`src/rtl/fetch_unit.sv`:
```
// Instruction fetch and program-counter unit.
// One fetch in flight; next PC chosen by control_unit at issue.
module fetch_unit #(
    parameter logic [31:0] RESET_VECTOR = 32'h0000_0000
) (
    input  logic        clk,
    input  logic        rst,
    input  logic        stall,
    input  logic [3:0]  pc_control,
    input  logic [31:0] jr_target,
    output logic        imem_req,
    output logic [31:0] imem_addr,
    input  logic        imem_ack,
    input  logic [31:0] imem_rdata,
    output logic [31:0] instruction,
    output logic        instr_valid,
    output logic [31:0] pc,
    output logic [31:0] pc_plus4,
    output logic        misaligned_err
);

    typedef enum logic [1:0] {
        S_BOOT,
        S_FETCH,
        S_ISSUE,
        S_HALT
    } state_t;

    state_t      state;
    logic [31:0] next_pc;
    logic [31:0] br_offset;
    logic [31:0] jump_target;

    assign pc_plus4    = pc + 32'd4;
    assign imem_addr   = pc;
    assign br_offset   = {{14{instruction[15]}}, instruction[15:0], 2'b00};
    assign jump_target = {pc_plus4[31:28], instruction[25:0], 2'b00};

    // Next-PC select, driven by control_unit's decode of the held instruction
    always_comb begin
        next_pc = pc_plus4;
        case (pc_control)
            4'b0001: next_pc = jump_target;
            4'b0010: next_pc = jr_target;
            4'b0011: next_pc = pc_plus4 + br_offset;
            default: next_pc = pc_plus4;
        endcase
    end

    // Fetch/issue sequencer with registered outputs
    always_ff @(posedge clk or negedge rst) begin
        if (!rst) begin
            state          <= S_BOOT;
            pc             <= RESET_VECTOR;
            instruction    <= 32'h0000_0000;
            instr_valid    <= 1'b0;
            imem_req       <= 1'b0;
            misaligned_err <= 1'b0;
        end else begin
            case (state)
                S_BOOT: begin
                    imem_req <= 1'b1;
                    state    <= S_FETCH;
                end
                S_FETCH: begin
                    if (imem_ack) begin
                        instruction <= imem_rdata;
                        instr_valid <= 1'b1;
                        imem_req    <= 1'b0;
                        state       <= S_ISSUE;
                    end
                end
                S_ISSUE: begin
                    if (!stall) begin
                        instr_valid <= 1'b0;
                        if (next_pc[1:0] != 2'b00) begin
                            misaligned_err <= 1'b1;
                            state          <= S_HALT;
                        end else begin
                            pc       <= next_pc;
                            imem_req <= 1'b1;
                            state    <= S_FETCH;
                        end
                    end
                end
                S_HALT: begin
                    imem_req       <= 1'b0;
                    instr_valid    <= 1'b0;
                    misaligned_err <= 1'b1;
                end
                default: begin
                    state <= S_BOOT;
                end
            endcase
        end
    end

endmodule

```
`config.mk`:
```
export PLATFORM = sky130hd
export DESIGN_NAME = fetch_unit
export DESIGN_NICKNAME = d
export VERILOG_FILES = /design/src/rtl/fetch_unit.sv
export SDC_FILE = /design/constraint.sdc
export NUM_CORES = 1
export LEC_CHECK = 0
export CAP_MARGIN = 20
export CORE_MARGIN = 2
export CORE_UTILIZATION = 42
export DETAILED_ROUTE_END_ITERATION = 6
export MAX_ROUTING_LAYER = met4
export PLACE_DENSITY_LB_ADDON = 0.08
export SLEW_MARGIN = 25
export SYNTH_ARGS = -nofsm -noshare
export SYNTH_HDL_FRONTEND = slang
export SYNTH_SLANG_ARGS = --single-unit
```
`constraint.sdc`:
```
create_clock -name clk -period 3.85 [get_ports clk]
set_input_delay 1.155 -clock clk [delete_from_list [all_inputs] [get_ports clk]]
set_output_delay 1.155 -clock clk [all_outputs]
set_load 0.01 [all_outputs]
```
==> metrics.md <==
| Metric | Value |
|---|---|
| Final Slew Violations | 0 |
| CP endpoint kind | primary output |
| Tot GR Track Use | a little under a third |
| Post-Syn Instances | approximately 710 |
| Final hold vios | 0 |
| Worst-path clk slew | roughly 0.06 ns |
| CTS buffer count | 9 |
| Lkg Pwr | approximately 4 nW |
| Worst-skew pair later-pin latency | 0.35 ns |
| Area Overhead vs Synth | 52.4% |
| Crit path max fanout | 5 |
| Synth Register Bits | 69 |
| CP required | roughly 2.7 ns |
| Cell accounting for the most synthesized area | dfrtp_1 |
| First-pass GRT wire length | between 30 and 40 mm |
| Per-cell routed wire length | about 20 um |
| Dpl cell area | between 8000 and 9000 sq um |
| Synth async-reset ratio | 100% |
| ANT cells | 0 |
| Overflow after GRT | 0 |
| Root Buffer | clkbuf_16 |
| Top-area cell type share of the netlist area | between 20 and 30% |
| Hold_buf cts | 0 |
| Share of cells above drive strength 1 | between 10% and 20% |
| Initial core utilization | ~43% |
| NumNets Final | 1060 |
| Pwr dens | 884 nW/um^2 |
| Syn_area_per_cell | ~8.4 sq um |
| Cell Chain, Critical Path | buf_4 > ha_1 > nand4_1 > buf_4 > nor3_4 > buf_4 > nand2_1 > xnor2_2 > buf_4 > clkdlybuf4s50_1 |
| Max-cap violations | 0 |
| Cell with the most instances after synthesis | dfrtp_1 |
| Power, Total | about 8 mW |
| Die ar. | between 15000 and 20000 sq um |
| Design Area, Final | between 9000 and 10000 sq um |
| First-pass DRT Iterations | 5 |
| Commonest cells post-synth | dfrtp_1, nor2_1, a21oi_1 |
| Buf/Inv on CP | 5 |
| Pin count of the biggest net entering global routing | 70 |
| Crit Path Class | flop to primary output |
| DR vias | 6464 |
| HP Class | flop to flop |
| Row count | 43 |
| Synthesized cell area | just under 6000 sq um |
| Critical-path top delay cell | clkdlybuf4s50_1 |
| Initial antenna violation count | 0 |
| Setup TNS | 0 ns |
| DP HPWL | 16.9 mm |
| Final setup vio count | 0 |
| Chip height | between 100 and 150 um |
| Remaining antenna violation count after routing | 0 |
| DIE WIDTH | 123 um |
| Period utilization | between 90% and 100% |
| Synth Net Count | between 800 and 900 |
| Gpl congestion | a little under 1 |
| Relative slew slack | 54.8% |
| Worst slew pin tran | between 0.6 and 0.7 ns |
| Post-synth EDFFs | 0 |
| Final Skew | 0.00723 ns |
| CTS tree | yes |
| Peak VDD IR | around 0.0005 V |
| Initial DRC count | 599 |
| Seq/Total Area, Yosys | between 20% and 30% |
| CP Launch Type | flop |
| Synth Flop Type | dfrtp_1 |
| DRC Markers | 0 |
| CP delay by family, top | buffers and inverters |
| H-tree depth | 3 |
| Core region area | between 10000 and 15000 sq um |
| Vias/cell | ~5.7 |
| Crit-path most repeated cell | buf_4 |
| Cells after DPL | roughly 1100 |
| Clock Path Buffers | 2 |
| Fillers | around 1200 |
| Fin crit period | about 3.8 ns |
| Clock sinks | between 60 and 70 |
| Synth Warn # | 0 |
| Status | finished clean |
| Worst Path Arrival | approximately 2.6 ns |
| IO Port Bufs | between 200 and 250 |
| Slowest stage delay, CP | between 0.5 and 0.6 ns |
| Unique cell type count in the Yosys netlist | 61 |
| Routed WL | approximately 23 mm |
| Post-Layout Cell Count | 1133 |
| Fmax | 265 MHz |
| Vias in the first global route | 6395 |
| Io pins | between 200 and 250 |
| Synth area leaders | dfrtp_1, ha_1, mux2_2 |
==> final cells by class <==
type	count	area, sq um	area share [%]
clock buffers	9	225	2.50
clock inverters	7	53.8	0.596
inverters	22	85.1	0.943
multi-input cells	554	3990	44.2
flip-flops and latches	69	1730	19.2
well taps	180	225	2.50
repair buffers	292	2710	30.1
==> logic make-up after synthesis <==
logic type,after synthesis,share of synthesized area (%)
AO/OA/AOI/OAI,207,21.8
adder cells (fa/ha/maj),40,8.58
multiplexers,40,7.44
AND/OR/NAND/NOR,218,18.3
XOR/XNOR,49,7.25
buffers and inverters,83,7.44
flip-flops,69,29.2
==> sequential cells by signal (all words and copies together), names as in the netlist <==
register        count
misaligned_err      1
state               2
instruction        32
imem_req            1
instr_valid         1
imem_addr          32
==> worst register-to-register path, stage by stage, from the launching register on <==
cell,delay (ns)
dfrtp_1,0.37
and4_4,0.26
nand4_4,0.11
buf_12,0.16
or3_4,0.40
inv_4,0.08
and3_4,0.22
xor2_4,0.17
ha_4,0.22
a21o_1,0.20
nand3_1,0.08
o21ai_1,0.08
a211oi_2,0.32
nand3b_1,0.21
nor3b_4,0.21
o311a_1,0.34
a211o_1,0.22
==> path summary, 6_finish.rpt <==
check	startpoint	to	slack, ns	cells after the start
min reg2reg	misaligned_err$_DFFE_PN0P_	misaligned_err$_DFFE_PN0P_	0.50	2
max	imem_addr[3]$_DFFE_PN0P_	pc_plus4[24]	0.07	10
max in group asynchronous	rst	imem_addr[2]$_DFFE_PN0P_	2.53	1
min	misaligned_err$_DFFE_PN0P_	misaligned_err$_DFFE_PN0P_	0.50	2
max reg2reg	imem_addr[10]$_DFFE_PN0P_	imem_addr[31]$_DFFE_PN0P_	0.08	16
min in group asynchronous	rst	instruction[12]$_DFFE_PN0P_	0.81	1
==> layout by cell type, fill, tap and decap left out, types with 15 or more instances in the layout <==
| cell | count |
|---|---|
| nor2_1 | 65 |
| a211oi_1 | 16 |
| xor2_1 | 20 |
| buf_4 | 89 |
| xnor2_1 | 21 |
| mux2_2 | 32 |
| ha_1 | 36 |
| dfrtp_1 | 67 |
| a21oi_1 | 62 |
| clkdlybuf4s50_1 | 193 |
| nand2_1 | 63 |
| inv_1 | 21 |
| nand3_1 | 15 |
| o21ai_0 | 41 |
| o22ai_1 | 15 |
==> per-stage QoR <==
step / worst slack [ns] / hold WS, ns / utilization (%)
final: 0.0736 / 0.501 / 65.2
after global routing: -0.0136 / 0.512 / 65.2
after global placement: 0.0631 / 0.485 / 60.7
after detailed placement: -0.0545 / 0.467 / 60.7
after CTS: -0.00541 / 0.498 / 63.5
after floorplan: 0.0514 / 0.500 / -
==> power by group <==
part | leakage, nW | internal [mW] | switching [mW]
logic | 2.96 | 2.90 | 2.81
registers | 0.827 | 1.06 | 0.383
clock network | 0.141 | 0.445 | 0.372
total | 3.93 | 4.41 | 3.56
==> per-layer routing <==
metal  up-vias  wire length, um  track usage [%]
met5         -                0                -
met4         0              542             11.0
met3        41             1740             4.41
met2       323            10800             49.9
met1      3081             9800             40.9
li1       3019                -                -
==> repair_timing <==
action,4_1_cts,5_1_grt
setup buffers,6,8
gates resized for setup,19,36
endpoints found under the setup margin,13,11
pin swaps,8,11
Power figures use the tool's default switching activity.
